$ cat src/rtl/usb_packet_arbiter_pkg.sv
// Shared types and constants for the USB packet arbiter.
package usb_packet_arbiter_package;

  typedef enum logic [1:0] {IDLE, GRANT, ABORT, DRAIN} usb_packet_arbiter_state_t;

  localparam logic [7:0] COBS_DELIMITER = 8'h00;
  localparam int         STALL_CNT_W    = 16;

endpackage

$ cat src/rtl/usb_packet_arbiter_rr_picker.sv
// Combinational round-robin picker: first set request searching upward
// from i_last+1 with wrap.
module rr_picker #(
  parameter int NUM_SOURCES = 3,
  parameter int IDX_W       = $clog2(NUM_SOURCES)
) (
  input  logic [NUM_SOURCES-1:0] i_req,
  input  logic [IDX_W-1:0]       i_last,
  output logic                   o_found,
  output logic [IDX_W-1:0]       o_idx
);

  always_comb begin
    o_found = 1'b0;
    o_idx   = '0;
    // k walks priority order; j is kept constant so request selects stay static
    for (int k = 1; k <= NUM_SOURCES; k++) begin
      for (int j = 0; j < NUM_SOURCES; j++) begin
        if (!o_found && ((int'(i_last) + k) % NUM_SOURCES == j) && i_req[j]) begin
          o_found = 1'b1;
          o_idx   = IDX_W'(j);
        end
      end
    end
  end

endmodule

$ cat src/rtl/usb_packet_arbiter.sv
// Whole-packet round-robin arbiter onto the USB FIFO byte stream, with stall
// abort (COBS delimiter + drain). USB_PACKET_ARBITER_STATS_EN adds counters.
module usb_packet_arbiter
  import usb_packet_arbiter_package::*;
#(
  parameter  int NUM_SOURCES    = 3,
  parameter  int TIMEOUT_CYCLES = 1024,
  localparam int IDX_W          = $clog2(NUM_SOURCES)
) (
  input  logic                     clk,
  input  logic                     rst_n,
  input  logic [8*NUM_SOURCES-1:0] s_tdata,
  input  logic [NUM_SOURCES-1:0]   s_tvalid,
  input  logic [NUM_SOURCES-1:0]   s_tlast,
  output logic [NUM_SOURCES-1:0]   s_tready,
  output logic [7:0]               m_tdata,
  output logic                     m_tvalid,
  output logic                     m_tlast,
  input  logic                     m_tready,
  output logic                     grant_valid,
  output logic [IDX_W-1:0]         grant_idx,
  output logic                     abort_pulse
`ifdef USB_PACKET_ARBITER_STATS_EN
  ,
  input  logic                      stats_clear,
  output logic [32*NUM_SOURCES-1:0] pkt_count,
  output logic [15:0]               abort_count
`endif
);

  localparam logic [STALL_CNT_W-1:0] TO    = STALL_CNT_W'(TIMEOUT_CYCLES);
  localparam bit                     TO_EN = (TIMEOUT_CYCLES != 0);

  usb_packet_arbiter_state_t r_state, w_state_nxt;
  logic [IDX_W-1:0]       r_grant_idx, r_last_grant;
  logic [STALL_CNT_W-1:0] r_cnt, w_cnt_nxt, w_cnt_inc;
  logic                   r_abort_pulse;
  logic                   w_found;
  logic [IDX_W-1:0]       w_pick;
  logic [7:0]             w_bytes [NUM_SOURCES];
  logic [7:0]             w_src_data;
  logic                   w_src_vld, w_src_last;
  logic                   w_abort_entry, w_pkt_done;

  for (genvar g = 0; g < NUM_SOURCES; g++) begin : g_bytes
    assign w_bytes[g] = s_tdata[8*g +: 8];
  end

  assign w_src_data = w_bytes[r_grant_idx];
  assign w_src_vld  = s_tvalid[r_grant_idx];
  assign w_src_last = s_tlast[r_grant_idx];
  assign w_cnt_inc  = (r_cnt == '1) ? r_cnt : r_cnt + 1'b1;

  rr_picker #(.NUM_SOURCES(NUM_SOURCES), .IDX_W(IDX_W)) u_pick (
    .i_req   (s_tvalid),
    .i_last  (r_last_grant),
    .o_found (w_found),
    .o_idx   (w_pick)
  );

  always_comb begin
    w_state_nxt = r_state;
    w_cnt_nxt   = r_cnt;
    s_tready    = '0;
    m_tdata     = '0;
    m_tvalid    = 1'b0;
    m_tlast     = 1'b0;
    case (r_state)
      IDLE: begin
        w_cnt_nxt = '0;
        if (w_found) w_state_nxt = GRANT;
      end
      GRANT: begin
        m_tdata               = w_src_data;
        m_tvalid              = w_src_vld;
        m_tlast               = w_src_last;
        s_tready[r_grant_idx] = m_tready;
        // an accepted byte always wins over expiry; backpressure holds the count
        if (w_src_vld && m_tready) begin
          w_cnt_nxt = '0;
          if (w_src_last) w_state_nxt = IDLE;
        end else if (!w_src_vld) begin
          w_cnt_nxt = w_cnt_inc;
          if (TO_EN && w_cnt_inc == TO) w_state_nxt = ABORT;
        end
      end
      ABORT: begin
        m_tdata   = COBS_DELIMITER;
        m_tvalid  = 1'b1;
        m_tlast   = 1'b1;
        w_cnt_nxt = '0;
        if (m_tready) w_state_nxt = DRAIN;
      end
      DRAIN: begin
        s_tready[r_grant_idx] = 1'b1;
        if (w_src_vld) begin
          w_cnt_nxt = '0;
          if (w_src_last) w_state_nxt = IDLE;
        end else begin
          w_cnt_nxt = w_cnt_inc;
          if (TO_EN && w_cnt_inc == TO) w_state_nxt = IDLE;
        end
      end
      default: w_state_nxt = IDLE;
    endcase
  end

  assign w_abort_entry = (r_state == GRANT) && (w_state_nxt == ABORT);
  assign w_pkt_done    = (r_state == GRANT) && w_src_vld && m_tready && w_src_last;

  always_ff @(posedge clk or negedge rst_n) begin
    if (!rst_n) begin
      r_state       <= IDLE;
      r_grant_idx   <= '0;
      r_last_grant  <= IDX_W'(NUM_SOURCES - 1);
      r_cnt         <= '0;
      r_abort_pulse <= 1'b0;
    end else begin
      r_state       <= w_state_nxt;
      r_cnt         <= w_cnt_nxt;
      r_abort_pulse <= w_abort_entry;
      if (r_state == IDLE && w_found) begin
        r_grant_idx  <= w_pick;
        r_last_grant <= w_pick;
      end
    end
  end

  assign grant_valid = (r_state != IDLE);
  assign grant_idx   = r_grant_idx;
  assign abort_pulse = r_abort_pulse;

`ifdef USB_PACKET_ARBITER_STATS_EN
  logic [NUM_SOURCES-1:0][31:0] r_pkt_cnt;
  logic [15:0]                  r_abort_cnt;

  always_ff @(posedge clk or negedge rst_n) begin
    if (!rst_n) begin
      r_pkt_cnt   <= '0;
      r_abort_cnt <= '0;
    end else if (stats_clear) begin
      r_pkt_cnt   <= '0;
      r_abort_cnt <= '0;
    end else begin
      if (w_pkt_done && r_pkt_cnt[r_grant_idx] != '1)
        r_pkt_cnt[r_grant_idx] <= r_pkt_cnt[r_grant_idx] + 1'b1;
      if (w_abort_entry && r_abort_cnt != '1)
        r_abort_cnt <= r_abort_cnt + 1'b1;
    end
  end

  assign pkt_count   = r_pkt_cnt;
  assign abort_count = r_abort_cnt;
`endif

endmodule

$ cat config.mk
export PLATFORM = sky130hd
export DESIGN_NAME = usb_packet_arbiter
export DESIGN_NICKNAME = d
export VERILOG_FILES = /design/src/rtl/usb_packet_arbiter_pkg.sv /design/src/rtl/usb_packet_arbiter_rr_picker.sv /design/src/rtl/usb_packet_arbiter.sv
export SDC_FILE = /design/constraint.sdc
export NUM_CORES = 1
export LEC_CHECK = 0
export CAP_MARGIN = 15
export CORE_ASPECT_RATIO = 1.4
export CORE_UTILIZATION = 45
export DETAILED_ROUTE_END_ITERATION = 6
export GPL_TIMING_DRIVEN = 0
export PLACE_DENSITY_LB_ADDON = 0.25
export RECOVER_POWER = 100
export SLEW_MARGIN = 20
export SYNTH_ARGS = -nofsm -noshare
export SYNTH_HDL_FRONTEND = slang
export SYNTH_SLANG_ARGS = --single-unit
$ cat constraint.sdc
create_clock -name clk -period 5.3 [get_ports clk]
set_input_delay 1.06 -clock clk [delete_from_list [all_inputs] [get_ports clk]]
set_output_delay 1.06 -clock clk [all_outputs]
set_load 0.02 [all_outputs]
==> summary.txt, run 1 <==
Root buf cell: clkbuf_8
Unique masters post-synth: 55
Nets: 349
Max_cap viols: 0
DRT iter0 DRCs: 56
CP top delay family: buffers and inverters
Core ar.: 4274 um2
First-pass GRT wire length: 8.825 mm
Antenna violations before repair: 0
Cts repair resizes: 0
Main synth FF type: dfrtp_1
Row Count: 28
Fillcell total: 393
Max incr delay on CP: 680 ps
Final Max Slew Viols: 0
WHS: 528.1 ps
Clock Latency Late Sink: 270 ps
Die Y: 81.46 um
Initial Util: 0.4748
Reg clk slew, reported paths: 80 ps
Detailed Routing Iterations Pass 1: 4
DRT Wirelength: 5.483 mm
Synthesis-to-layout area growth: 29.90%
Slew HR: 0.1903
TritonCTS clock tree: done
Most frequent CP cell: dlygate4sd3_1
Critical Path Sink Type: output pin
Detail Placement HPWL: 4.074 mm
Slowest CP cell: dlygate4sd3_1
Vias per cell: 5.777
HP Class: flop to flop
Power density cells: 349.5 nW/um2
Worst-case clock buffer depth: 2
CTS Sinks: 22
Setup TNS: 0 ps
Global Route Usage Sum: 0.2394
Synth warn: 0
Cell area after synthesis: 2029 um2
Flops & latches, synth: 22
Crit start category: input port
Leak: 1.119 nW
Vias in the first global route: 1972
Share of post-route cells with drive strength above 1: 0.09416
VDD IR max: 0.0001819 V
Final period util: 0.8211
Sequential-to-total area share from yosys stat: 0.2719
Area fraction of the dominant cell type after synthesis: 0.2589
Fmax: 0.2298 GHz
Ant diodes: 0
Syn Area/Cell: 7.959 um2
Final ANT Viol Nets: 0
Postcts setup bufs: 0
Final setup fails: 0
CP required: 4240 ps
Placer congestion estimate: 0.8950
RSZ-0062 raised after global routing: no
Arr. time, crit path: 3290 ps
Final worst path period need: 4352 ps
Cell taking the most area after synthesis: dfrtp_1
CTS buffer count: 3
# IOs: 50
Mapped Nets: 295
Worst slew pin tran: 1215 ps
Largest net degree at the start of global routing: 23
Maximum net fanout on the critical path: 8
Via Count: 2126
EDFF count, synth: 0
Final Hold Viols: 0
Layout Skew: 1.291 ps
Worst Path Buf+Inv: 2
Area contributors post-synth: dfrtp_1 26%, o21ai_0 7.9%, nand2_1 5.9%
Total chip power: 921.4 uW
Post-route DRC violation count: 0
# H-tree levels: 1
Status: complete, no violations
Critical path cell sequence: dlygate4sd3_1 > mux2i_1 > o22ai_1 > a21oi_1 > nor2b_1 > dlygate4sd3_1
Routed wire length per instance: 14.90 um
Die area: 4786 um2
Cts hold-fix bufs: 0
Crit Path Class: input port to output pin
Async SR Flop Fraction: 1.000
Cells after Synth: 255
Gr ovfl total: 0
IO Port Bufs: 49
Die Wd: 58.76 um
==> Yosys cell counts (4+ instances only) <==
cell type	number
nor2b_1	4
dfrtp_1	21
a31oi_1	5
nand2_1	32
a21oi_1	17
nand3_1	9
nor3_1	5
ha_1	7
o21ai_0	32
and3_1	8
nor2_1	12
mux2i_1	10
nand4_1	5
and2_1	11
clkbuf_1	6
buf_2	8
inv_1	6
==> through the flow <==
stage	setup slack [ps]	cell area, um2	instances	util
final	947.9	2636	368	0.6168
after global routing	828.4	2636	368	0.6168
after CTS	1300	2650	368	0.6200
after detailed placement	1314	2595	364	0.6071
after global placement	1366	2595	364	0.6071
after floorplan	2419	2029	255	-
==> worst reg2reg max path, delay by kind of cell (launching register included) <==
kind / cells / cell delay (ps)
xor+xnor: 1 / 160
fa+ha+maj: 1 / 180
buf+inv: 1 / 160
flops: 1 / 490
mux: 1 / 360
simple gates: 4 / 1090
==> kinds of logic after synthesis <==
| kind of cell | share of synthesized area |
|---|---|
| AOI/OAI and AO/OA | 0.2608 |
| xor gates and xnor gates | 0.02158 |
| adders and majority gates | 0.04315 |
| and+or+nand+nor | 0.2855 |
| muxes | 0.06042 |
| buffers and inverters | 0.05672 |
| DFF | 0.2719 |
==> where the power goes <==
part           switching [mW]  internal, mW
clock                  0.0562        0.0664
sequential             0.0272         0.191
combinational           0.334         0.247
total                   0.418         0.504
==> metal layers <==
metal | vias up | GRT usage | wire length [um]
li1 | 1048 | - | -
met5 | - | 0 | 0
met3 | 18 | 0.02992 | 481
met2 | 109 | 0.4727 | 2769
met1 | 951 | 0.2458 | 2067
met4 | 0 | 0.1000 | 164
==> area by class of cell <==
type                    instances  area [um2]  share of cell area
well taps                      60       75.07             0.02848
flip-flops and latches         22       551.8              0.2093
repair buffers                 49       484.2              0.1837
clock buffers                   4       55.05             0.02088
multi-input cells             210        1356              0.5145
plain buffers                  17       91.34             0.03465
inverters                       6       22.52            0.008543
==> cells in the final DEF (no fill, tap or decap), types with 2 or more instances in the layout <==
cell             synthesis  layout
nand2_1                 32      32
o21ai_0                 32      32
clkdlybuf4s50_1          0      30
dfrtp_1                 21      21
dlygate4sd3_1            0      18
a21oi_1                 17      17
nor2_1                  12      12
and2_1                  11      11
mux2i_1                 10      10
nand3_1                  9       9
clkbuf_1                 6       8
and3_1                   8       8
buf_2                    8       7
ha_1                     7       7
inv_1                    6       6
nor3_1                   5       5
nand4_1                  5       5
a31oi_1                  5       5
nor2b_1                  4       4
clkbuf_8                 0       4
a211oi_1                 3       3
xnor2_1                  3       3
o31a_1                   3       3
or2_2                    3       3
a21o_1                   3       3
buf_6                    2       2
a22oi_1                  2       2
xor2_1                   2       2
o32ai_1                  2       2
nor4b_2                  2       2
nand3b_1                 2       2
a22o_1                   2       2
o21a_1                   2       2
a41o_1                   2       2
==> sequential cells by signal (all words and copies together) (netlist names) <==
| register | cells |
|---|---|
| r_cnt | 16 |
| r_state | 2 |
| abort_pulse | 1 |
| r_last_grant | 1 |
| grant_idx | 2 |
==> worst paths after layout <==
check,from,endpoint,slack (ps),depth (start not counted)
setup / recovery,s_tvalid[2],m_tvalid,950,6
hold / removal,r_last_grant[1]$_DFFE_PN1P_,r_last_grant[1]$_DFFE_PN1P_,530,1
setup reg to reg,r_cnt[0]$_DFFE_PN0P_,r_state[1]$_DFF_PN0_,2750,8
hold reg to reg,r_last_grant[1]$_DFFE_PN1P_,r_last_grant[1]$_DFFE_PN1P_,530,1
max in group asynchronous,rst_n,r_cnt[5]$_DFFE_PN0P_,3560,1
min in group asynchronous,rst_n,r_cnt[1]$_DFFE_PN0P_,1020,1
Note: power is estimated with default switching activity, not from simulation.
==> run 2: changes to the inputs <==
==> constraint.sdc (replaced) <==
create_clock -name clk -period 4.4 [get_ports clk]
set_input_delay 0.88 -clock clk [delete_from_list [all_inputs] [get_ports clk]]
set_output_delay 0.88 -clock clk [all_outputs]
set_load 0.02 [all_outputs]
==> run 2 against run 1 <==
Non-clock buffer count is the same. Clock skew is essentially flat. Critical path depth is the same. Flip-flop and latch count is the same. Die area is the same. Core utilization is the same. Sequential share of layout area is the same. Register-to-register slack lost 900 ps. Final cell count is the same. Clock-buffer cell count is the same. Critical endpoint unchanged. Largest cell class unchanged.
==> summary.txt, run 2 (synthesis gave the netlist of run 1 again) <==
Final period util: 0.8925
Most frequent cells in the layout: 32 x nand2_1, 32 x o21ai_0, 31 x clkdlybuf4s50_1, 21 x dfrtp_1
DRT iter0 DRCs: 56
CP required: 3520 ps
Internal power: 608.0 uW
VDD IR max: 0.0002191 V
# IOs: 50
Critical Path Sink Type: output pin
Max reg flops: 16
Clock Latency Late Sink: 260 ps
Share of post-route cells with drive strength above 1: 0.09416
Vias in the first global route: 1972
Fillcell total: 393
Flop2flop setup slack: 1850 ps
FF+latch area: 551.8 um2
Design area: 2636 um2
Combinational power share: 0.631
Via Count: 2122
Sw Share: 0.4524
Crit Path Class: input port to output pin
First-pass GRT wire length: 8.825 mm
RSZ-0062 raised after global routing: no
Reg with most FFs: r_cnt
Ant diodes: 0
CTS Sinks: 22
Placed inst area: 2595 um2
Area of the multi-input gates: 1356 um2
Cts repair resizes: 0
Final ANT Viol Nets: 0
Reg clk slew, reported paths: 80 ps
Sequential share of power: 0.236
Status: complete, no violations
Die Y: 81.46 um
Fmax: 0.2546 GHz
Die Wd: 58.76 um
Detailed Routing Iterations Pass 1: 4
Crit start category: input port
Synthesis-to-layout area growth: 29.90%
CTS buffer count: 3
Row Count: 28
Initial Util: 0.4748
Final worst slack: 472.9 ps
Postcts setup bufs: 0
Die area: 4786 um2
Root buf cell: clkbuf_8
Antenna violations before repair: 0
Cts hold-fix bufs: 0
Final Hold Viols: 0
Final Max Slew Viols: 0
IO Port Bufs: 49
Total chip power: 1.110 mW
Global Route Usage Sum: 0.2394
Placer congestion estimate: 0.8950
Detail Placement HPWL: 4.074 mm
Clock Power Share: 0.132
Slew HR: 0.1895
Final setup fails: 0
Setup TNS: 0 ps
Arr. time, crit path: 3050 ps
Gr ovfl total: 0
Power density cells: 421.1 nW/um2
Layout Skew: 1.278 ps
HP Class: flop to flop
Final worst path period need: 3927 ps
Nets: 349
DRT Wirelength: 5.495 mm
Post-route DRC violation count: 0
Max_cap viols: 0
Leak: 1.116 nW
Worst-case clock buffer depth: 2
TritonCTS clock tree: done
Vias per cell: 5.766
Core ar.: 4274 um2
Maximum net fanout on the critical path: 8
Place WS: 774.3 ps
# H-tree levels: 1
Largest net degree at the start of global routing: 23
Sw power: 502.2 uW
Routed wire length per instance: 14.93 um
Worst slew pin tran: 1216 ps
==> run 2: changes by cell type in the layout (fill, tap and decap cells not counted), sizes merged <==
cell,change
dlygate4sd3,-1
clkdlybuf4s50,+1
==> run 2: per-stage QoR <==
stage	hold WS, ps	cells	util
6_report	528.1	368	0.6168
2_1_floorplan	502.7	255	-
3_5_place_dp	521.3	364	0.6071
4_1_cts	533.9	368	0.6200
5_1_grt	545.3	368	0.6168
3_3_place_gp	518.3	364	0.6071
==> run 2: cell type report <==
| cell class | instances | share of cell area |
|---|---|---|
| buffer | 17 | 0.03465 |
| multi-input combinational | 210 | 0.5145 |
| inverter | 6 | 0.008543 |
| timing repair buffer | 49 | 0.1837 |
| sequential | 22 | 0.2093 |
| clock buffer | 4 | 0.02088 |
| tap | 60 | 0.02848 |
==> run 2: final timing paths <==
check / start / to / cells past startpoint
hold / removal: r_last_grant[1]$_DFFE_PN1P_ / r_last_grant[1]$_DFFE_PN1P_ / 1
hold reg to reg: r_last_grant[1]$_DFFE_PN1P_ / r_last_grant[1]$_DFFE_PN1P_ / 1
setup / recovery: s_tvalid[2] / m_tvalid / 6
min in group asynchronous: rst_n / r_cnt[1]$_DFFE_PN0P_ / 1
setup reg to reg: r_cnt[0]$_DFFE_PN0P_ / r_state[1]$_DFF_PN0_ / 8
max in group asynchronous: rst_n / r_cnt[5]$_DFFE_PN0P_ / 1
==> run 2: per-layer routing <==
metal  wire length [um]  vias to the layer above  track usage  part of all wire
met4                162                        0       0.1000             0.029
li1                   -                     1048            -                 -
met2               2760                      104       0.4727              0.50
met5                  0                        -            0                 0
met1               2100                      952       0.2458              0.38
met3                472                       18      0.02992             0.086
==> run 2: worst max-delay path, stage by stage <==
cell and delay, ps:
dlygate4sd3_1 590, mux2i_1 90, o22ai_1 530, a21oi_1 180, nor2b_1 150, clkdlybuf4s50_1 620
==> run 2: power groups by stage <==
stage / clock network, mW / registers (mW) / logic [mW]
final: 0.147 / 0.263 / 0.701
after global routing: 0.157 / 0.266 / 0.770
after CTS: 0.151 / 0.262 / 0.730
after detailed placement: 0 / 0.266 / 0.729
after global placement: 0 / 0.267 / 0.720
after floorplan: 0 / 0.266 / 0.468
